<file path="src/rtl/shift_pkg.sv">
// Shared encodings for the proc2 shift/rotate unit: Mode values and FSM states.
// Used by shift_step and shift_unit_seq (build option SHIFT_UNIT_BARREL_EN lives in those files).
package shift_pkg;

  localparam logic [2:0] MODE_LSL = 3'b000;
  localparam logic [2:0] MODE_LSR = 3'b001;
  localparam logic [2:0] MODE_ASR = 3'b010;
  localparam logic [2:0] MODE_ROR = 3'b011;
  localparam logic [2:0] MODE_ROL = 3'b100;

  typedef enum logic [1:0] {
    IDLE  = 2'd0,
    SHIFT = 2'd1,
    DONE  = 2'd2
  } shift_state_e;

  // Encodings above ROL move the operand through untouched.
  function automatic logic is_pass_mode(input logic [2:0] mode);
    return mode > MODE_ROL;
  endfunction

endpackage

</file>
<file path="src/rtl/shift_step.sv">
// Combinational shift datapath: one 1-bit step when amount_i != 0, or, with
// SHIFT_UNIT_BARREL_EN defined, the full amount_i-bit shift in one pass.
module shift_step
  import shift_pkg::*;
#(
  parameter int W   = 16,
  parameter int SHW = 4
) (
  input  logic [W-1:0]   acc_i,
  input  logic [2:0]     mode_i,
  input  logic [SHW-1:0] amount_i,
  output logic [W-1:0]   acc_o,
  output logic           carry_o
);

  // Returns {bit moved out, next operand} for a single-position move.
  function automatic logic [W:0] step1(input logic [W-1:0] a, input logic [2:0] m);
    logic [W:0] r;
    case (m)
      MODE_LSL: r = {a[W-1], a[W-2:0], 1'b0};
      MODE_LSR: r = {a[0], 1'b0, a[W-1:1]};
      MODE_ASR: r = {a[0], a[W-1], a[W-1:1]};
      MODE_ROR: r = {a[0], a[0], a[W-1:1]};
      MODE_ROL: r = {a[W-1], a[W-2:0], a[W-1]};
      default:  r = {1'b0, a};
    endcase
    return r;
  endfunction

  logic [W:0] res;

`ifdef SHIFT_UNIT_BARREL_EN
  always_comb begin
    res = {1'b0, acc_i};
    for (int i = 0; i < W; i++) begin
      if (SHW'(i) < amount_i) res = step1(res[W-1:0], mode_i);
    end
  end
`else
  always_comb begin
    res = {1'b0, acc_i};
    if (amount_i != '0) res = step1(acc_i, mode_i);
  end
`endif

  assign acc_o   = res[W-1:0];
  assign carry_o = res[W];

endmodule

</file>
<file path="src/rtl/shift_unit_seq.sv">
// Multi-cycle shift/rotate unit: IDLE -> SHIFT -> DONE handshake with Busy/Done.
// SHIFT_UNIT_BARREL_EN selects a fixed two-edge barrel form instead of 1 bit/edge.
module shift_unit_seq
  import shift_pkg::*;
#(
  parameter int W   = 16,
  parameter int SHW = 4
) (
  input  logic           Clock,
  input  logic           Resetn,
  input  logic           Run,
  input  logic [2:0]     Mode,
  input  logic [W-1:0]   Din,
  input  logic [SHW-1:0] Shamt,
  output logic           Busy,
  output logic           Done,
  output logic [W-1:0]   Dout,
  output logic           Carry,
  output logic           Zero,
  output shift_state_e   dbg_state
);

  // Handshake: Run is accepted only in IDLE; Busy covers SHIFT and DONE, Done is a
  // single-cycle pulse, and Dout/Carry/Zero change only on DONE entry or reset.

  shift_state_e   state_q, state_d;
  logic [2:0]     mode_q, mode_d;
  logic [W-1:0]   acc_q, acc_d;
  logic [SHW-1:0] cnt_q, cnt_d;
  logic           cr_q, cr_d;
  logic [W-1:0]   dout_q, dout_d;
  logic           carry_q, carry_d;
  logic           zero_q, zero_d;
`ifdef SHIFT_UNIT_BARREL_EN
  logic           stepped_q, stepped_d;
`endif

  logic [W-1:0]   step_acc;
  logic           step_carry;

  shift_step #(.W(W), .SHW(SHW)) u_step (
    .acc_i   (acc_q),
    .mode_i  (mode_q),
    .amount_i(cnt_q),
    .acc_o   (step_acc),
    .carry_o (step_carry)
  );

  always_comb begin
    state_d = state_q;
    mode_d  = mode_q;
    acc_d   = acc_q;
    cnt_d   = cnt_q;
    cr_d    = cr_q;
    dout_d  = dout_q;
    carry_d = carry_q;
    zero_d  = zero_q;
`ifdef SHIFT_UNIT_BARREL_EN
    stepped_d = stepped_q;
`endif
    case (state_q)
      IDLE: begin
        if (Run) begin
          mode_d  = Mode;
          acc_d   = Din;
          cnt_d   = is_pass_mode(Mode) ? '0 : Shamt;
          cr_d    = 1'b0;
          state_d = SHIFT;
`ifdef SHIFT_UNIT_BARREL_EN
          stepped_d = 1'b0;
`endif
        end
      end
      SHIFT: begin
`ifdef SHIFT_UNIT_BARREL_EN
        if (!stepped_q) begin
          acc_d     = step_acc;
          cr_d      = step_carry;
          stepped_d = 1'b1;
        end else begin
          dout_d  = acc_q;
          carry_d = cr_q;
          zero_d  = (acc_q == '0);
          state_d = DONE;
        end
`else
        if (cnt_q != '0) begin
          acc_d = step_acc;
          cr_d  = step_carry;
          cnt_d = cnt_q - SHW'(1);
        end else begin
          dout_d  = acc_q;
          carry_d = cr_q;
          zero_d  = (acc_q == '0);
          state_d = DONE;
        end
`endif
      end
      DONE:    state_d = IDLE;
      default: state_d = IDLE;
    endcase
  end

  always_ff @(posedge Clock) begin
    if (!Resetn) begin
      state_q <= IDLE;
      mode_q  <= MODE_LSL;
      acc_q   <= '0;
      cnt_q   <= '0;
      cr_q    <= 1'b0;
      dout_q  <= '0;
      carry_q <= 1'b0;
      zero_q  <= 1'b0;
`ifdef SHIFT_UNIT_BARREL_EN
      stepped_q <= 1'b0;
`endif
    end else begin
      state_q <= state_d;
      mode_q  <= mode_d;
      acc_q   <= acc_d;
      cnt_q   <= cnt_d;
      cr_q    <= cr_d;
      dout_q  <= dout_d;
      carry_q <= carry_d;
      zero_q  <= zero_d;
`ifdef SHIFT_UNIT_BARREL_EN
      stepped_q <= stepped_d;
`endif
    end
  end

  assign Busy      = (state_q != IDLE);
  assign Done      = (state_q == DONE);
  assign Dout      = dout_q;
  assign Carry     = carry_q;
  assign Zero      = zero_q;
  assign dbg_state = state_q;

endmodule
</file>
<file path="config.mk">
export PLATFORM = sky130hd
export DESIGN_NAME = shift_unit_seq
export DESIGN_NICKNAME = d
export VERILOG_FILES = /design/src/rtl/shift_pkg.sv /design/src/rtl/shift_step.sv /design/src/rtl/shift_unit_seq.sv
export SDC_FILE = /design/constraint.sdc
export NUM_CORES = 1
export LEC_CHECK = 0
export CAP_MARGIN = 20
export CORE_UTILIZATION = 56
export CTS_BUF_LIST = sky130_fd_sc_hd__clkbuf_8
export CTS_CLUSTER_DIAMETER = 120
export DETAILED_ROUTE_END_ITERATION = 12
export HOLD_SLACK_MARGIN = 0.15
export PLACE_DENSITY = 0.84
export SYNTH_ARGS = -nofsm -noshare
export SYNTH_HDL_FRONTEND = slang
export SYNTH_SLANG_ARGS = --single-unit
</file>
<file path="constraint.sdc">
create_clock -name Clock -period 3 [get_ports Clock]
set_input_delay 0.3 -clock Clock [delete_from_list [all_inputs] [get_ports Clock]]
set_output_delay 0.3 -clock Clock [all_outputs]
set_load 0.02 [all_outputs]
</file>
==> summary.txt, run 1 <==
Outcome
  • Run status: completed

Yosys
  • EDFF count, synth: 0
  • Yosys cell types: 48
  • Cells after synthesis: 258
  • Synth top area share: 40.25%
  • Synth warn: 0
  • Avg Inst Size Synth: 8.482 um2
  • Ys flop type: dfxtp_1
  • Ys async rst share: 0%
  • Synth area leaders: dfxtp_1 (40%), nand2_1 (6.7%), nor3b_1 (5.1%)
  • Synth Register Bits: 44
  • Syn Nets: 285
  • Sequential element share of the synthesized area: 40.25%
  • Post-Synthesis Cell Area: 2188 um2
  • Yosys top cell by area: dfxtp_1

Routing
  • DRT iter0 DRCs: 174
  • Drt first pass iters: 4
  • Vias/cell: 5.867
  • Drt wl/cell: 14.16 um
  • Drt total wl: 4901 um
  • Remaining antenna violation count: 0
  • Vias: 2030
  • DRC violations left: 0

Worst setup path
  • Worst EP arrival: 2.33 ns
  • Critical path class: reg2reg
  • Endpoint type of the worst setup path: register
  • CP max-delay cell: a31oi_2
  • Critical Path RT: 3.21 ns
  • FF-to-FF Start: cnt_q[0]
  • Critical Path, Cell by Cell: inv_1, ha_1, or3b_4, a31oi_2, buf_6, nand3_1, o31ai_1
  • CP startpoint: cnt_q[0]
  • Max incr delay on CP: 0.53 ns
  • Buf/Inv on CP: 2
  • Critical path peak fanout: 16
  • Crit path max-delay family: compound AO/OA/AOI/OAI gates
  • Critical Path Start Type: register

Timing
  • Final min period: 2.122 ns
  • Rel. slew slack: 41.76%
  • Setup TNS: 0 ns
  • Period Utilization, post-route: 70.74%
  • Crit path setup slack, layout: 0.8778 ns
  • Fin Clk Skew: 0.003617 ns
  • Slew Limit Fails: 0
  • Setup Viol. Count Final: 0
  • FMAX: 471.2 MHz
  • Measured slew at the worst slew-check pin: 0.8736 ns
  • RSZ-0062 raised after global routing: no
  • Final number of hold-violating endpoints: 0

Floorplan
  • Ports: 48
  • Die Wd: 64.51 um
  • Initial cell density of the core: 58.89%
  • Die area: 4162 um2
  • Row cnt: 22
  • Core Region: 3716 um2
  • Die Y: 64.51 um

Placed design
  • Pre-CTS WS: 0.9167 ns
  • Post-DP HPWL: 3355 um
  • Gp weighted congestion: 0.8034
  • I/O Buffers: 47

CTS
  • CTS tree: built
  • Post-CTS Hold Fix Bufs: 0
  • CTS clk-pin slew, worst paths: 0.08 ns
  • Total CTS buffers: 5
  • Setup bufs post-CTS: 0
  • Clk buf depth: 2
  • CTS sink count: 44
  • Clock root buffer master: clkbuf_8
  • Clock Latency Late Sink: 0.30 ns
  • Post-cts sizing count: 0
  • CTS H-tree lvls: 2

Layout
  • Final Util: 75.49%
  • Fill cells: 292
  • Synth-to-layout area growth: 28.19%
  • Count of nets after finishing: 324
  • Most frequent cells in the layout: clkdlybuf4s50_1 (47), dfxtp_1 (44), nand2_1 (39), o21ai_0 (19), nand3_1 (18)
  • Ant diodes: 0
  • Multi-input logic area: 1204 um2
  • Fraction of layout cells with a size suffix above 1: 8.054%
  • Most common cell after layout, fill and taps aside: clkdlybuf4s50_1
  • Register area: 880.8 um2

Global routing
  • Vias in the first global route: 1839
  • Initial antenna violation count: 0
  • Grt ovf: 0
  • First-pass GRT wire length: 8431 um
  • All-Layer GR Usage: 26.36%
  • Largest net degree at the start of global routing: 33

Power and ir drop
  • Flop pwr share: 43.0%
  • PwrDens: 610.9 nW/um2
  • P_int: 1.167 mW
  • Power share of the combinational group: 28.2%
  • Maximum vdd drop: 0.3584 mV
  • Switching part of the total power: 31.93%
  • Clock Power Share: 28.8%
  • Leakage Power: 0.9579 nW
  • Psw: 0.5471 mW

Job
  • Max cap viols: 0

Min path
  • Hold path start: Dout[10]
  • Worst hold path type: reg2reg
==> worst paths after layout <==
| kind | endpoint | slack, ns | cells after the start |
|---|---|---|---|
| hold / removal | Dout[10] | 0.46 | 2 |
| setup / recovery | acc_q[0] | 0.88 | 7 |
| hold reg to reg | Dout[10] | 0.46 | 2 |
| setup reg to reg | acc_q[0] | 0.88 | 7 |
==> sequential cells by signal, summed over array words and instances (netlist names) <==
register and flops:
cnt_q 4, cr_q 1, acc_q 16, Zero 1, dbg_state 2, mode_q 3
Carry 1, Dout 16
==> power by group through the flow <==
stage               Combinational, mW  Clock [mW]  Sequential, mW
floorplan                       0.337           0           0.741
global placement                0.456           0           0.745
detailed placement              0.474           0           0.748
CTS                             0.478       0.501           0.735
global route                    0.536       0.522           0.749
finish                          0.483       0.494           0.737
==> kinds of logic (layout without fill, tap and decap cells) <==
logic type / Yosys count / after routing / share of synthesized area, %
compound gates: 80 / 80 / 25.61
simple gates: 104 / 104 / 25.96
buf+inv: 23 / 63 / 4.860
mux: 5 / 5 / 2.344
fa+ha+maj: 1 / 1 / 0.5717
xor+xnor: 1 / 1 / 0.4003
flops: 44 / 44 / 40.25
==> synth_stat cells (2+ instances only) <==
cell type	number
dfxtp_1	44
a21boi_0	4
nand3_1	18
a311oi_1	2
and2_1	3
a21oi_1	3
o21ai_0	19
o21ai_1	2
nor2b_1	6
inv_1	2
nor2_1	4
nand2_1	39
mux2i_1	4
o31ai_1	14
buf_2	7
a211oi_1	13
buf_4	3
nor3b_1	15
a21boi_1	13
nor3_1	3
and3_1	3
clkbuf_1	11
==> per-layer routing <==
| layer | GRT usage (%) | vias up | share of wire (%) |
|---|---|---|---|
| li1 | - | 1021 | - |
| met1 | 32.57 | 948 | 47 |
| met2 | 42.37 | 52 | 47 |
| met3 | 6.866 | 9 | 4.3 |
| met4 | 12.78 | 0 | 2.1 |
| met5 | 0 | - | 0 |
==> stage by stage <==
step                hold WS [ns]  std cells  power [mW]  instance area (um2)
floorplan                 0.4310        258       1.078                 2188
global placement          0.4397        336       1.202                 2653
detailed placement        0.4443        337       1.222                 2664
CTS                       0.4554        345       1.714                 2790
global route              0.4834        346       1.807                 2805
finish                    0.4566        346       1.714                 2805
==> final cells by class <==
class | count | area share [%]
multi-input combinational | 191 | 42.91
sequential | 44 | 31.40
timing repair buffer | 53 | 18.78
clock buffer | 7 | 3.434
tap | 48 | 2.141
clock inverter | 1 | 1.070
inverter | 2 | 0.2676
==> worst min-delay path, delay by kind of cell, from the launching register on <==
| kind | cells | cell delay, ns |
|---|---|---|
| flops | 1 | 0.31 |
| simple gates | 1 | 0.05 |
| compound gates | 1 | 0.05 |
(Power assumes the default switching activity.)
==> inputs of run 2 (changes only) <==
--- a/config.mk
+++ b/config.mk
@@ -6,12 +6,12 @@
 export NUM_CORES = 1
 export LEC_CHECK = 0
 export CAP_MARGIN = 20
-export CORE_UTILIZATION = 56
+export CORE_UTILIZATION = 52
 export CTS_BUF_LIST = sky130_fd_sc_hd__clkbuf_8
 export CTS_CLUSTER_DIAMETER = 120
 export DETAILED_ROUTE_END_ITERATION = 12
 export HOLD_SLACK_MARGIN = 0.15
-export PLACE_DENSITY = 0.84
+export PLACE_DENSITY = 0.79
 export SYNTH_ARGS = -nofsm -noshare
 export SYNTH_HDL_FRONTEND = slang
 export SYNTH_SLANG_ARGS = --single-unit
==> constraint.sdc (replaced) <==
create_clock -name Clock -period 2 [get_ports Clock]
set_input_delay 0.2 -clock Clock [delete_from_list [all_inputs] [get_ports Clock]]
set_output_delay 0.2 -clock Clock [all_outputs]
set_load 0.02 [all_outputs]
==> summary.txt, run 2 (synthesis gave the netlist of run 1 again) <==
Routing
  • Drt total wl: 5373 um (was 4901 um)
  • Drt wl/cell: 15.09 um (was 14.16 um)
  • Drt first pass iters: 4 (unchanged)
  • Vias/cell: 5.913 (was 5.867)
  • Remaining antenna violation count: 0 (unchanged)
  • DRC violations left: 0 (unchanged)
  • Vias: 2105 (was 2030)
  • DRT iter0 DRCs: 195 (was 174)

Job
  • Max cap viols: 0 (unchanged)

Timing
  • Period Utilization, post-route: 91.94% (was 70.74%)
  • Setup TNS: 0 ns (unchanged)
  • Slew Limit Fails: 0 (unchanged)
  • FMAX: 543.8 MHz (was 471.2 MHz)
  • RSZ-0062 raised after global routing: no (unchanged)
  • Final min period: 1.839 ns (was 2.122 ns)
  • Worst Hold Slack: 0.4572 ns (was 0.4566 ns)
  • Measured slew at the worst slew-check pin: 0.4681 ns (was 0.8736 ns)
  • Rel. slew slack: 68.71% (was 41.76%)
  • Fin Clk Skew: 0.007066 ns (was 0.003617 ns)
  • Final number of hold-violating endpoints: 0 (unchanged)
  • Setup Viol. Count Final: 0 (unchanged)

Layout
  • Ant diodes: 0 (unchanged)
  • Count of nets after finishing: 332 (was 324)
  • Synth-to-layout area growth: 30.25% (was 28.19%)
  • Most common cell after layout, fill and taps aside: clkdlybuf4s50_1 (unchanged)
  • Fraction of layout cells with a size suffix above 1: 10.13% (was 8.054%)
  • Most frequent cells in the layout: clkdlybuf4s50_1 (47), dfxtp_1 (44), nand2_1 (39), o21ai_0 (19), nand3_1 (18) (unchanged)
  • Fill cells: 340 (was 292)

CTS
  • Clk buf depth: 2 (unchanged)
  • CTS sink count: 44 (unchanged)
  • Post-cts sizing count: 0 (unchanged)
  • Total CTS buffers: 5 (unchanged)
  • Setup bufs post-CTS: 0 (unchanged)
  • CTS H-tree lvls: 2 (unchanged)
  • Clock Latency Late Sink: 0.30 ns (about the same)
  • Post-CTS Hold Fix Bufs: 0 (unchanged)
  • CTS tree: built (unchanged)
  • Clock root buffer master: clkbuf_8 (unchanged)
  • CTS clk-pin slew, worst paths: 0.08 ns (about the same)

Floorplan
  • Initial cell density of the core: 54.32% (was 58.89%)
  • Ports: 48 (unchanged)
  • Die Y: 66.87 um (was 64.51 um)
  • Die Wd: 66.87 um (was 64.51 um)
  • Die area: 4472 um2 (was 4162 um2)
  • Core Region: 4029 um2 (was 3716 um2)
  • Row cnt: 23 (was 22)

Power and ir drop
  • Maximum vdd drop: 0.5121 mV (was 0.3584 mV)
  • PwrDens: 896.5 nW/um2 (was 610.9 nW/um2)
  • Leakage Power: 0.9899 nW (was 0.9579 nW)

Placed design
  • Gp weighted congestion: 0.8994 (was 0.8034)
  • Post-DP HPWL: 3676 um (was 3355 um)
  • I/O Buffers: 47 (unchanged)

Global routing
  • Largest net degree at the start of global routing: 32 (was 33)
  • First-pass GRT wire length: 9045 um (was 8431 um)
  • Grt ovf: 0 (unchanged)
  • All-Layer GR Usage: 26.95% (was 26.36%)
  • Vias in the first global route: 1992 (was 1839)
  • Initial antenna violation count: 0 (unchanged)

Worst setup path
  • Worst EP arrival: 2.05 ns (was 2.33 ns)
  • Critical Path RT: 2.21 ns (was 3.21 ns)
  • Endpoint type of the worst setup path: register (unchanged)
  • Critical path peak fanout: 17 (was 16)
  • Critical path class: reg2reg (unchanged)
  • Critical Path Start Type: register (unchanged)

Outcome
  • Run status: completed (unchanged)

Min path
  • Worst hold path type: reg2reg (unchanged)
## run 2: cell count changes in the layout (fill, tap and decap cells not counted), sizes merged
cell and change:
clkbuf -2, clkinv +1, buf +8, inv +1
## run 2: final cells by class
class | instances | area [um2] | area share (%)
Clock buffer | 5 | 68.82 | 2.414
Clock inverter | 3 | 38.79 | 1.361
Inverter | 2 | 7.507 | 0.2634
Multi-Input combinational cell | 191 | 1204 | 42.23
Sequential cell | 44 | 880.8 | 30.90
Tap cell | 50 | 62.56 | 2.195
Timing Repair Buffer | 61 | 588.1 | 20.63
## run 2: power breakdown
group / internal (mW) / total [mW] / switching, mW
combinational: 0.355 / 0.771 / 0.416
clock: 0.366 / 0.675 / 0.309
sequential: 0.982 / 1.11 / 0.127
## run 2: routing by layer
| metal | wire length, um | GRT usage, % |
|---|---|---|
| met1 | 2377 | 35.19 |
| met2 | 2618 | 41.92 |
| met3 | 297 | 7.021 |
| met4 | 80 | 10.64 |
| met5 | 0 | 0 |
## run 2: worst paths after layout
path | endpoint | slack [ns] | from | cells after the start
worst max-delay path | acc_q[10] | 0.16 | cnt_q[0] | 7
worst min-delay path | Dout[15] | 0.46 | Dout[15] | 2
worst max register to register | acc_q[10] | 0.16 | cnt_q[0] | 7
worst min register to register | Dout[15] | 0.46 | Dout[15] | 2
## run 2: metrics by stage
step                worst slack [ns]  instances  power (mW)  area, um2  util, %
finish                        0.1611        356       2.555       2850    70.75
global route                 0.01036        356       2.696       2850    70.75
CTS                           0.1479        356       2.553       2850    70.75
detailed placement            0.1858        348       1.885       2743    68.07
global placement              0.3037        348       1.863       2743    68.07
floorplan                     0.3680        258       1.616       2188        -
## run 2: critical path: stages, from the launching register on
cell,delay [ns]
dfxtp_1,0.33
inv_1,0.07
ha_1,0.24
or3b_4,0.44
a31oi_2,0.20
buf_4,0.26
nand3_1,0.12
o31ai_1,0.09
==> inputs of run 3 (changes only) <==
--- a/config.mk
+++ b/config.mk
@@ -6,12 +6,13 @@
 export NUM_CORES = 1
 export LEC_CHECK = 0
 export CAP_MARGIN = 20
-export CORE_UTILIZATION = 52
-export CTS_BUF_LIST = sky130_fd_sc_hd__clkbuf_8
+export CORE_MARGIN = 5
+export CORE_UTILIZATION = 50
 export CTS_CLUSTER_DIAMETER = 120
 export DETAILED_ROUTE_END_ITERATION = 12
 export HOLD_SLACK_MARGIN = 0.15
-export PLACE_DENSITY = 0.79
+export PLACE_DENSITY = 0.76
+export SETUP_SLACK_MARGIN = 0.2
 export SYNTH_ARGS = -nofsm -noshare
 export SYNTH_HDL_FRONTEND = slang
 export SYNTH_SLANG_ARGS = --single-unit
==> summary.txt, run 3 (synthesis gave the netlist of run 1 again) <==
Worst setup path
  • Critical path peak fanout: 5 (was 17)
  • CP max-delay cell: or3_1 (was or3b_4)
  • R2R depth: 6 (was 7)
  • FF-to-FF Start: cnt_q[0] (unchanged)
  • Max incr delay on CP: 0.45 ns (was 0.44 ns)
  • Crit path max-delay family: simple AND/OR/NAND/NOR gates (unchanged)
  • Critical Path Start Type: register (unchanged)
  • R2R setup slack: 0.28 ns (was 0.16 ns)
  • Worst EP arrival: 1.91 ns (was 2.05 ns)
  • Critical Path, Cell by Cell: inv_1, ha_2, and4bb_1, or3_1, o2bb2ai_1, and2_1 (was inv_1, ha_1, or3b_4, a31oi_2, buf_4, nand3_1, o31ai_1)
  • Worst r2r dst: cr_q (was acc_q[10])
  • Critical path class: reg2reg (unchanged)
  • Buf/Inv on CP: 1 (was 2)
  • Critical Path RT: 2.20 ns (was 2.21 ns)
  • Endpoint type of the worst setup path: register (unchanged)

Timing
  • Setup Viol. Count Final: 0 (unchanged)
  • Period Utilization, post-route: 85.78% (was 91.94%)
  • RSZ-0062 raised after global routing: yes (was no)
  • Fin Clk Skew: 0.004489 ns (was 0.007066 ns)
  • Final min period: 1.716 ns (was 1.839 ns)
  • Slew Limit Fails: 0 (unchanged)
  • Final number of hold-violating endpoints: 0 (unchanged)
  • Rel. slew slack: 76.09% (was 68.71%)
  • FMAX: 582.9 MHz (was 543.8 MHz)
  • Setup TNS: 0 ns (unchanged)
  • Measured slew at the worst slew-check pin: 0.3550 ns (was 0.4681 ns)

Power and ir drop
  • Leakage Power: 1.016 nW (was 0.9899 nW)
  • PwrDens: 904.8 nW/um2 (was 896.5 nW/um2)
  • Maximum vdd drop: 0.4759 mV (was 0.5121 mV)
  • Overall power: 2.642 mW (was 2.555 mW)

Floorplan
  • Initial cell density of the core: 50.96% (was 54.32%)
  • Ports: 48 (unchanged)
  • Die Y: 76.16 um (was 66.87 um)
  • Row cnt: 24 (was 23)
  • Core Region: 4294 um2 (was 4029 um2)
  • Die Wd: 76.16 um (was 66.87 um)
  • Die area: 5800 um2 (was 4472 um2)

Global routing
  • Grt ovf: 0 (unchanged)
  • Met1 usage: 23.83% (was 35.19%)
  • First-pass GRT wire length: 8838 um (was 9045 um)
  • Vias in the first global route: 1898 (was 1992)
  • All-Layer GR Usage: 18.13% (was 26.95%)
  • Largest net degree at the start of global routing: 33 (was 32)
  • Met3 usage: 4.137% (was 7.021%)
  • Top Usage Layer GRT: met2 (unchanged)
  • Initial antenna violation count: 0 (unchanged)
  • M2 GR Usage: 29.20% (was 41.92%)

Min path
  • Worst hold path type: reg2reg (unchanged)
  • Hold path cells: 2 (unchanged)
  • Hold path start: Dout[15] (unchanged)
  • Hold worst-path end: Dout[15] (unchanged)

Layout
  • Fill cells: 373 (was 340)
  • Register area: 883.3 um2 (was 880.8 um2)
  • Count of nets after finishing: 335 (was 332)
  • Ant diodes: 0 (unchanged)
  • Most frequent cells in the layout: clkdlybuf4s50_1 (47), dfxtp_1 (42), nand2_1 (39), o21ai_0 (19), nand3_1 (18) (was clkdlybuf4s50_1 (47), dfxtp_1 (44), nand2_1 (39), o21ai_0 (19), nand3_1 (18))
  • Multi-input logic area: 1227 um2 (was 1204 um2)
  • Fraction of layout cells with a size suffix above 1: 12.94% (was 10.13%)
  • Most common cell after layout, fill and taps aside: clkdlybuf4s50_1 (unchanged)
  • Final Util: 68.01% (was 70.75%)
  • Synth-to-layout area growth: 33.45% (was 30.25%)

Placed design
  • Gp weighted congestion: 0.8221 (was 0.8994)
  • I/O Buffers: 47 (unchanged)
  • Post-DP HPWL: 3657 um (was 3676 um)

Job
  • Max cap viols: 0 (unchanged)

Routing
  • Vias: 2079 (was 2105)
  • DRC violations left: 0 (unchanged)
  • Vias/cell: 5.759 (was 5.913)
  • Drt wl/cell: 14.39 um (was 15.09 um)
  • Drt total wl: 5193 um (was 5373 um)
  • DRT iter0 DRCs: 94 (was 195)
  • Drt first pass iters: 4 (unchanged)
  • Remaining antenna violation count: 0 (unchanged)

CTS
  • Post-CTS Hold Fix Bufs: 0 (unchanged)
  • Total CTS buffers: 5 (unchanged)
  • Clock Latency Late Sink: 0.30 ns (about the same)
  • CTS tree: built (unchanged)
  • CTS sink count: 44 (unchanged)
  • CTS clk-pin slew, worst paths: 0.08 ns (about the same)
  • CTS H-tree lvls: 2 (unchanged)
  • Clk buf depth: 2 (unchanged)
  • Clock root buffer master: clkbuf_8 (unchanged)

Outcome
  • Run status: completed (unchanged)
==> run 3: where the power goes <==
group | internal (mW) | switching [mW] | leakage, nW
registers | 0.983 | 0.125 | 0.360
clock network | 0.441 | 0.304 | 0.0645
logic | 0.377 | 0.413 | 0.591
==> run 3: per-layer routing <==
metal	share of wire [%]	vias up
met2	46	59
met4	1.4	0
met3	6.5	7
met5	0	-
li1	-	1053
met1	46	960
==> run 3: cell type report <==
type | count | area share (%)
Clock buffer | 7 | 3.299
Clock inverter | 1 | 1.028
Inverter | 2 | 0.2571
Multi-Input combinational cell | 191 | 42.03
Sequential cell | 44 | 30.25
Tap cell | 52 | 2.228
Timing Repair Buffer | 64 | 20.91
==> run 3: worst max path at each step <==
stage | startpoint | cells after the start | endpoint | slack [ns]
final | cnt_q[0] | 6 | cr_q | 0.28
after global routing | cnt_q[0] | 7 | acc_q[9] | 0.18
after CTS | cnt_q[0] | 7 | acc_q[14] | 0.21
after detailed placement | cnt_q[0] | 7 | acc_q[14] | 0.24
after global placement | cnt_q[0] | 6 | cr_q | 0.31
after floorplan | cnt_q[0] | 7 | acc_q[4] | 0.37
==> run 3: metrics by stage <==
| stage | setup WS (ns) | instances | hold slack [ns] | instance area (um2) |
|---|---|---|---|---|
| floorplan | 0.3680 | 258 | 0.3695 | 2188 |
| global placement | 0.3115 | 351 | 0.4407 | 2753 |
| detailed placement | 0.2360 | 351 | 0.4440 | 2753 |
| CTS | 0.2132 | 361 | 0.4551 | 2894 |
| global route | 0.1834 | 361 | 0.4694 | 2920 |
| finish | 0.2844 | 361 | 0.4513 | 2920 |
==> run 3: worst register-to-register path: cells and delay by family, from the launching register on <==
| family | cells | cell delay [ns] |
|---|---|---|
| AOI/OAI and AO/OA | 1 | 0.15 |
| adders and majority gates | 1 | 0.20 |
| buffers and inverters | 1 | 0.07 |
| DFF | 1 | 0.36 |
| and+or+nand+nor | 3 | 0.84 |
==> run 3: repair_timing <==
item                                   4_1_cts  5_1_grt
gates resized for setup                      0        7
setup endpoints to repair                    1       23
endpoints found under the hold margin        0        0
pin swaps                                    1        0
setup buffers                                2        0
